**config.mk**
```make
export PLATFORM = sky130hd
export DESIGN_NAME = cpu_accel_port
export DESIGN_NICKNAME = d
export VERILOG_FILES = /design/src/rtl/cpu_accel_port.sv
export SDC_FILE = /design/constraint.sdc
export NUM_CORES = 1
export LEC_CHECK = 0
export BUFFER_PORTS_ARGS = -buffer_cell sky130_fd_sc_hd__buf_2
export CORE_ASPECT_RATIO = 1.4
export CORE_UTILIZATION = 50
export DETAILED_ROUTE_END_ITERATION = 10
export GPL_TIMING_DRIVEN = 0
export HOLD_SLACK_MARGIN = 0.02
export MAX_ROUTING_LAYER = met4
export PLACE_DENSITY_LB_ADDON = 0.12
export SLEW_MARGIN = 20
export SYNTH_ARGS = -nofsm -noshare
export SYNTH_HDL_FRONTEND = slang
export SYNTH_HIERARCHICAL = 1
export SYNTH_SLANG_ARGS = --single-unit
```
**constraint.sdc**
```tcl
create_clock -name i_clk -period 4.85 [get_ports i_clk]
set_input_delay 0.7275 -clock i_clk [delete_from_list [all_inputs] [get_ports i_clk]]
set_output_delay 0.7275 -clock i_clk [all_outputs]
set_load 0.01 [all_outputs]
```
**src/rtl/cpu_accel_port.sv**
```systemverilog
// Buffered CPU <-> accelerator port: two FWFT FIFOs plus sticky overflow/underflow flags.
// Latency: a word pushed in cycle N is visible at the far side in cycle N+1; one word/cycle per direction.
// Backpressure: full/empty decided from start-of-cycle count; CPU writes to a full FIFO and reads of an empty one are dropped and flagged.

// Generic FWFT FIFO used for both directions.
// Latency: push in cycle N shows up at the head in N+1; head is a combinational read of mem[rd_ptr].
// Backpressure: push is ignored when the count is DEPTH, pop when it is 0, both judged at cycle start.
module cpu_accel_port_fifo #(
   parameter int DATA_WIDTH = 32,
   parameter int DEPTH      = 4
) (
   input  logic                  i_clk,
   input  logic                  i_rst,
   input  logic                  i_push_vld,
   input  logic [DATA_WIDTH-1:0] i_push_dat,
   input  logic                  i_pop_rdy,
   output logic                  o_not_full,
   output logic                  o_not_empty,
   output logic [DATA_WIDTH-1:0] o_head_dat
);
   localparam int AW = $clog2(DEPTH);
   localparam int CW = AW + 1;
   localparam logic [CW-1:0] FULL_CNT = CW'(DEPTH);

   logic [DATA_WIDTH-1:0] r_mem [DEPTH];
   logic [AW-1:0]         r_wr_ptr;
   logic [AW-1:0]         r_rd_ptr;
   logic [CW-1:0]         r_count;
   logic                  w_push;
   logic                  w_pop;

   // A full FIFO rejects the push even when a pop frees a slot this cycle.
   assign w_push      = i_push_vld && (r_count != FULL_CNT);
   assign w_pop       = i_pop_rdy && (r_count != '0);
   assign o_not_full  = (r_count != FULL_CNT);
   assign o_not_empty = (r_count != '0);
   assign o_head_dat  = r_mem[r_rd_ptr];

   // Storage write; contents survive reset, only the pointers are cleared.
   always_ff @(posedge i_clk) begin
      if (!i_rst && w_push) begin
         r_mem[r_wr_ptr] <= i_push_dat;
      end
   end

   // Pointer and occupancy bookkeeping; reset discards all buffered words.
   always_ff @(posedge i_clk) begin
      if (i_rst) begin
         r_wr_ptr <= '0;
         r_rd_ptr <= '0;
         r_count  <= '0;
      end else begin
         if (w_push) begin
            r_wr_ptr <= r_wr_ptr + 1'b1;
         end
         if (w_pop) begin
            r_rd_ptr <= r_rd_ptr + 1'b1;
         end
         case ({w_push, w_pop})
            2'b10:   r_count <= r_count + 1'b1;
            2'b01:   r_count <= r_count - 1'b1;
            default: r_count <= r_count;
         endcase
      end
   end
endmodule

// CPU <-> accelerator port top: to-accel and from-accel FIFOs with CPU-side status for jump conditions.
// Latency: CPU write visible as accel_in_valid next cycle; accelerator result visible as can_read next cycle.
// Backpressure: accelerator side is valid/ready; CPU side strobes are dropped and flagged when they cannot proceed.
module cpu_accel_port #(
   parameter int DATA_WIDTH = 32,
   parameter int DEPTH      = 4
) (
   input  logic                  i_clk,
   input  logic                  i_rst,
   input  logic                  i_cpu_write_en,
   input  logic [DATA_WIDTH-1:0] i_cpu_write_data,
   input  logic                  i_cpu_read_en,
   output logic [DATA_WIDTH-1:0] o_cpu_read_data,
   output logic                  o_accel_can_write,
   output logic                  o_accel_can_read,
   output logic                  o_overflow,
   output logic                  o_underflow,
   output logic                  o_accel_in_valid,
   output logic [DATA_WIDTH-1:0] o_accel_in_data,
   input  logic                  i_accel_in_ready,
   input  logic                  i_accel_out_valid,
   input  logic [DATA_WIDTH-1:0] i_accel_out_data,
   output logic                  o_accel_out_ready
);
   logic w_to_not_full;
   logic w_to_not_empty;
   logic w_from_not_full;
   logic w_from_not_empty;
   logic r_overflow;
   logic r_underflow;

   cpu_accel_port_fifo #(.DATA_WIDTH(DATA_WIDTH), .DEPTH(DEPTH)) u_to_accel (
      .i_clk       (i_clk),
      .i_rst       (i_rst),
      .i_push_vld  (i_cpu_write_en),
      .i_push_dat  (i_cpu_write_data),
      .i_pop_rdy   (i_accel_in_ready),
      .o_not_full  (w_to_not_full),
      .o_not_empty (w_to_not_empty),
      .o_head_dat  (o_accel_in_data)
   );

   cpu_accel_port_fifo #(.DATA_WIDTH(DATA_WIDTH), .DEPTH(DEPTH)) u_from_accel (
      .i_clk       (i_clk),
      .i_rst       (i_rst),
      .i_push_vld  (i_accel_out_valid),
      .i_push_dat  (i_accel_out_data),
      .i_pop_rdy   (i_cpu_read_en),
      .o_not_full  (w_from_not_full),
      .o_not_empty (w_from_not_empty),
      .o_head_dat  (o_cpu_read_data)
   );

   // Status comes straight from registered counts, never from this cycle's inputs.
   assign o_accel_can_write = w_to_not_full;
   assign o_accel_in_valid  = w_to_not_empty;
   assign o_accel_can_read  = w_from_not_empty;
   assign o_accel_out_ready = w_from_not_full;
   assign o_overflow        = r_overflow;
   assign o_underflow       = r_underflow;

   // Sticky error flags for dropped CPU accesses; only reset clears them.
   always_ff @(posedge i_clk) begin
      if (i_rst) begin
         r_overflow  <= 1'b0;
         r_underflow <= 1'b0;
      end else begin
         if (i_cpu_write_en && !w_to_not_full) begin
            r_overflow <= 1'b1;
         end
         if (i_cpu_read_en && !w_from_not_empty) begin
            r_underflow <= 1'b1;
         end
      end
   end
endmodule

```
# Yosys cells after proc, flatten, opt, wreduce, memory -nomap -nowiden
# Memory sizes are Yosys's and may differ from the RTL's. A register that Yosys moved wholly into a read port is not among the register bits.
# Index checks and enable logic that the tools add are counted.
word_totals:
  register_bits: 16
  ram_bits: 256
  input_bits: 70
  output_inout_bits: 70
  n_memories: 2
classes:
  add_sub_neg: 8
  n_eq_ne: 6
  mux: 10
  reduce_logical: 15
memory_table:
  columns: ["name", "words", "width", "read_ports", "rd_ports_with_merged_regs", "write_ports", "line_no", "source"]
  rows:
  - ["u_from_accel.r_mem", 4, 32, 1, 1, 1, "25", "logic [DATA_WIDTH-1:0] r_mem [DEPTH];"]
  - ["u_to_accel.r_mem", 4, 32, 1, 1, 1, "25", null]
op_table:
  columns: ["operator", "n"]
  rows:
  - ["one-hot mux 3 bit (2 select lines)", 2]
  - ["adder 2 x 1 -> 2 bit (second input constant)", 4]
  - ["logical AND 1 bit", 8]
  - ["two-way mux 2 bit", 4]
  - ["adder 3 x 1 -> 3 bit (second input constant)", 2]
  - ["!= test 3 bit (second input constant)", 2]
  - ["nonzero test 3 bit", 2]
  - ["subtractor 3 x 1 -> 3 bit (second input constant)", 2]
  - ["== test 2 x 1 -> 1 bit (second input constant)", 2]
  - ["== test 2 bit (second input constant)", 2]
  - ["two-way mux 1 bit", 4]
  - ["nonzero test 2 bit", 2]
  - ["zero test 1 bit", 3]

# Logic depth before layout (Yosys ltp)
logic_depth:
  word_depth: 5
  mapped_depth: 9

# By module
# The synthesis kept the hierarchy.
modules_own_cells:
  columns: ["mod", "instances", "cells_per_inst", "area_each_um2"]
  rows:
  - ["cpu_accel_port_fifo", 2, 218, 5083.6]
  - ["cpu_accel_port", 1, 8, 70.1]

# Worst setup path after synthesis
# Ideal clock, no wire load.
synth_timing:
  path_kind: "in2reg"
  start: "in i_cpu_write_en"
  end: "mem u_to_accel.r_mem[0][0], enable pin"
  setup_time_ns: 0.468
  arrival_ns: 3.355
  slack_ns: 1.028
  path_stages: 3
  path_cell_list: "and2_4 -> inv_1 -> nor3b_1"
synth_between:
  elab_chain_len: 4
synth_rtl:
  columns: ["element", "line_no", "source"]
  rows:
  - ["start, declared", "77", "input logic i_cpu_write_en,"]
  - ["logical AND 1 bit", "33", "assign w_push = i_push_vld && (r_count != FULL_CNT);"]
  - ["logical AND 1 bit", "41", "if (!i_rst && w_push) begin"]
  - ["two-way mux 1 bit", "41", null]
  - ["two-way mux 1 bit (implied by the code)", "42", "r_mem[r_wr_ptr] <= i_push_dat;"]
  - ["end, declared", "25", null]
# No other way between the ends.

==> reports/summary.txt <==
Syn Std Cell Area - 0.01024 mm^2
Final nets - 724
post-CTS setup repair buffer count - 0
share of cells above drive strength 1 - 44.85%
Switching Fraction - 24.98%
placed cell area - 0.01156 mm^2
Clock Pin Slew Worst Setup and Hold Paths - 0.06 ns
Psw - 0.001534 W
Post-CTS Resized - 0
Ys Warns - 6
final std cells w/o fill - 913
clk root buf - clkbuf_16
antenna violations before repair - 1
setup ws final - 2.057 ns
Static Leak - 4.273 nW
clock tree buffer depth - 3
worst slew pin tran - 0.7245 ns
die width - 122.9 um
vias per cell - 5.405
synth unique cells - 23
commonest cells after routing, fill and taps aside - edfxtp_1 (256), buf_2 (147), mux4_2 (64)
post-route cell area - 0.01238 mm^2
Detail Route Antenna Nets - 0
routed wire length - 17830 um
most common cell after layout, fill and taps aside - edfxtp_1
cells after synthesis - 444
placed insts - 867
area grow syn2layout - 20.95%
vias in the first global route - 5225
worst-path fanout max - 10
routed via count - 4935
Rel. slew slack - 51.49%
CTS tree - yes
sequential element share of the synthesized area - 79.00%
final setup violation count - 0
PnR Total Power - 0.006140 W
DRC viols - 0
Worst Hold Class - primary input to flip-flop
min cycle time layout - 2.793 ns
RSZ-0062 raised after global routing - no
Required @ worst endpoint - 4.12 ns
gpl congestion - 0.7065
Initial Util - 51.20%
worst setup path category - flip-flop to output port
DR iter-0 viols - 361
number of port buffers - 139
H-tree depth - 1
fin. max-slew vios - 0
# fillers - 1437
Worst setup EP type - output port
final hold vios - 0
gr usage total - 18.06%
Int Pwr - 0.004606 W
crit start category - flip-flop
largest net degree at the start of global routing - 16
f_max - 358.1 MHz
Logic pwr share - 22.0%
Hold Slack - 0.4186 ns
crit path DAT - 2.07 ns
GRT overflow - 0
die area - 0.02106 mm^2
power per cell area - 495.9 mW/mm^2
Max VDD drop - 0.3634 mV
die height - 171.3 um
Clock Latency Late Sink - 0.52 ns
Mapped Avg Cell Area - 23.06 um^2
Num CTS Buffers - 25
CTS sink count - 276
wire per inst - 19.53 um
first-pass GRT wire length - 27490 um
max-cap viol count - 0
Yosys reg bits - 276
DR pass1 iterations - 4
Final HPWL DP - 12830 um
Clk pwr share - 31.7%
post-route clock skew - 0.01419 ns
# rows - 61
Reg power frac - 46.2%
IO Count - 140
period utilisation layout - 57.58%
hold_buf cts - 0
Setup Slack @ Placement - 1.969 ns
core area - 0.02000 mm^2
status - complete, no violations
Syn Nets - 526
cell usage after synthesis:
cell      count  area share, %
a21oi_1       6           0.29
and2_4        2           0.17
buf_1         6           0.22
buf_2         8           0.39
clkbuf_1      2          0.073
dfxtp_1      20            3.9
edfxtp_1    256             75
fa_1          2           0.39
ha_1         10            1.2
inv_1        14           0.51
mux2_4        2           0.29
mux2i_1       2           0.20
mux4_2       64             14
nand2b_1      6           0.37
nor2_1       16           0.59
nor3b_1       8           0.59
o21ai_0       2          0.098
o311ai_0      2           0.17
o31a_2        2           0.20
or3_2         4           0.29
or3b_1        2           0.17
xnor2_1       2           0.17
xor2_1        6           0.51
registers in the layout (all words and copies together), names as in the netlist, named ones only:
| register | flops |
|---|---|
| o_overflow | 1 |
| o_underflow | 1 |
| u_from_accel/r_count | 3 |
| u_from_accel/r_mem | 128 |
| u_from_accel/r_rd_ptr | 2 |
| u_from_accel/r_wr_ptr | 2 |
| u_to_accel/r_count | 3 |
| u_to_accel/r_mem | 128 |
| u_to_accel/r_rd_ptr | 2 |
| u_to_accel/r_wr_ptr | 2 |
power groups by stage:
| stage | logic (W) | clock network, W | registers (W) |
|---|---|---|---|
| after global routing | 0.00149 | 0.00209 | 0.00285 |
| after global placement | 0.00131 | 0 | 0.00289 |
| after detailed placement | 0.00138 | 0 | 0.00289 |
| after CTS | 0.00138 | 0.00201 | 0.00284 |
| final | 0.00135 | 0.00195 | 0.00284 |
| after floorplan | 0.000903 | 0 | 0.00288 |
through the flow:
stage	setup TNS, ns	util, %
after global placement	-282.81	56.25
after floorplan	0	-
after CTS	0	61.91
after global routing	0	61.92
after detailed placement	0	57.82
final	0	61.92
metal layers:
metal  part of all wire [%]  GRT usage, %  vias to the layer above
li1                       -             -                     2222
met1                     36         19.57                     2538
met2                     55         32.71                      139
met3                    6.5         3.979                       36
met4                    2.4         5.355                        0
met5                      0             -                        -
critical path, cell delays in order, from the launching register on:
cell	delay, ns
dfxtp_1	0.30
buf_2	0.16
buf_2	0.36
mux4_2	0.56
buf_2	0.16
path summary, 6_finish.rpt:
path,from,slack [ns],cells past startpoint,end
max,flip-flop,2.06,4,o_cpu_read_data[10]
min,i_accel_out_data[5],0.42,1,u_from_accel/r_mem[3][5]
max reg2reg,u_to_accel/r_count[2],2.10,9,u_to_accel/r_count[2]
min reg2reg,o_overflow,0.44,2,o_overflow
layout make-up:
class	count	area, um^2	area share, %
well taps	252	315.3	2.546
multi-input cells	138	2067	16.69
diodes	1	2.502	0.02021
flip-flops and latches	276	8088	65.32
clock buffers	32	651.9	5.265
repair buffers	171	969.7	7.831
plain buffers	16	70.07	0.5659
inverters	14	52.55	0.4244
clock inverters	13	165.2	1.334
cells by family (layout without fill, tap and decap cells):
| group | Yosys count | after routing | share of synthesized area (%) |
|---|---|---|---|
| xor+xnor | 8 | 8 | 0.6845 |
| compound gates | 12 | 12 | 0.7578 |
| flops | 276 | 276 | 79.00 |
| simple gates | 38 | 38 | 2.176 |
| fa+ha+maj | 12 | 12 | 1.613 |
| buf+inv | 30 | 246 | 1.198 |
| other cells | 0 | 1 | 0 |
| mux | 68 | 68 | 14.57 |
Power figures use the tool's default switching activity.
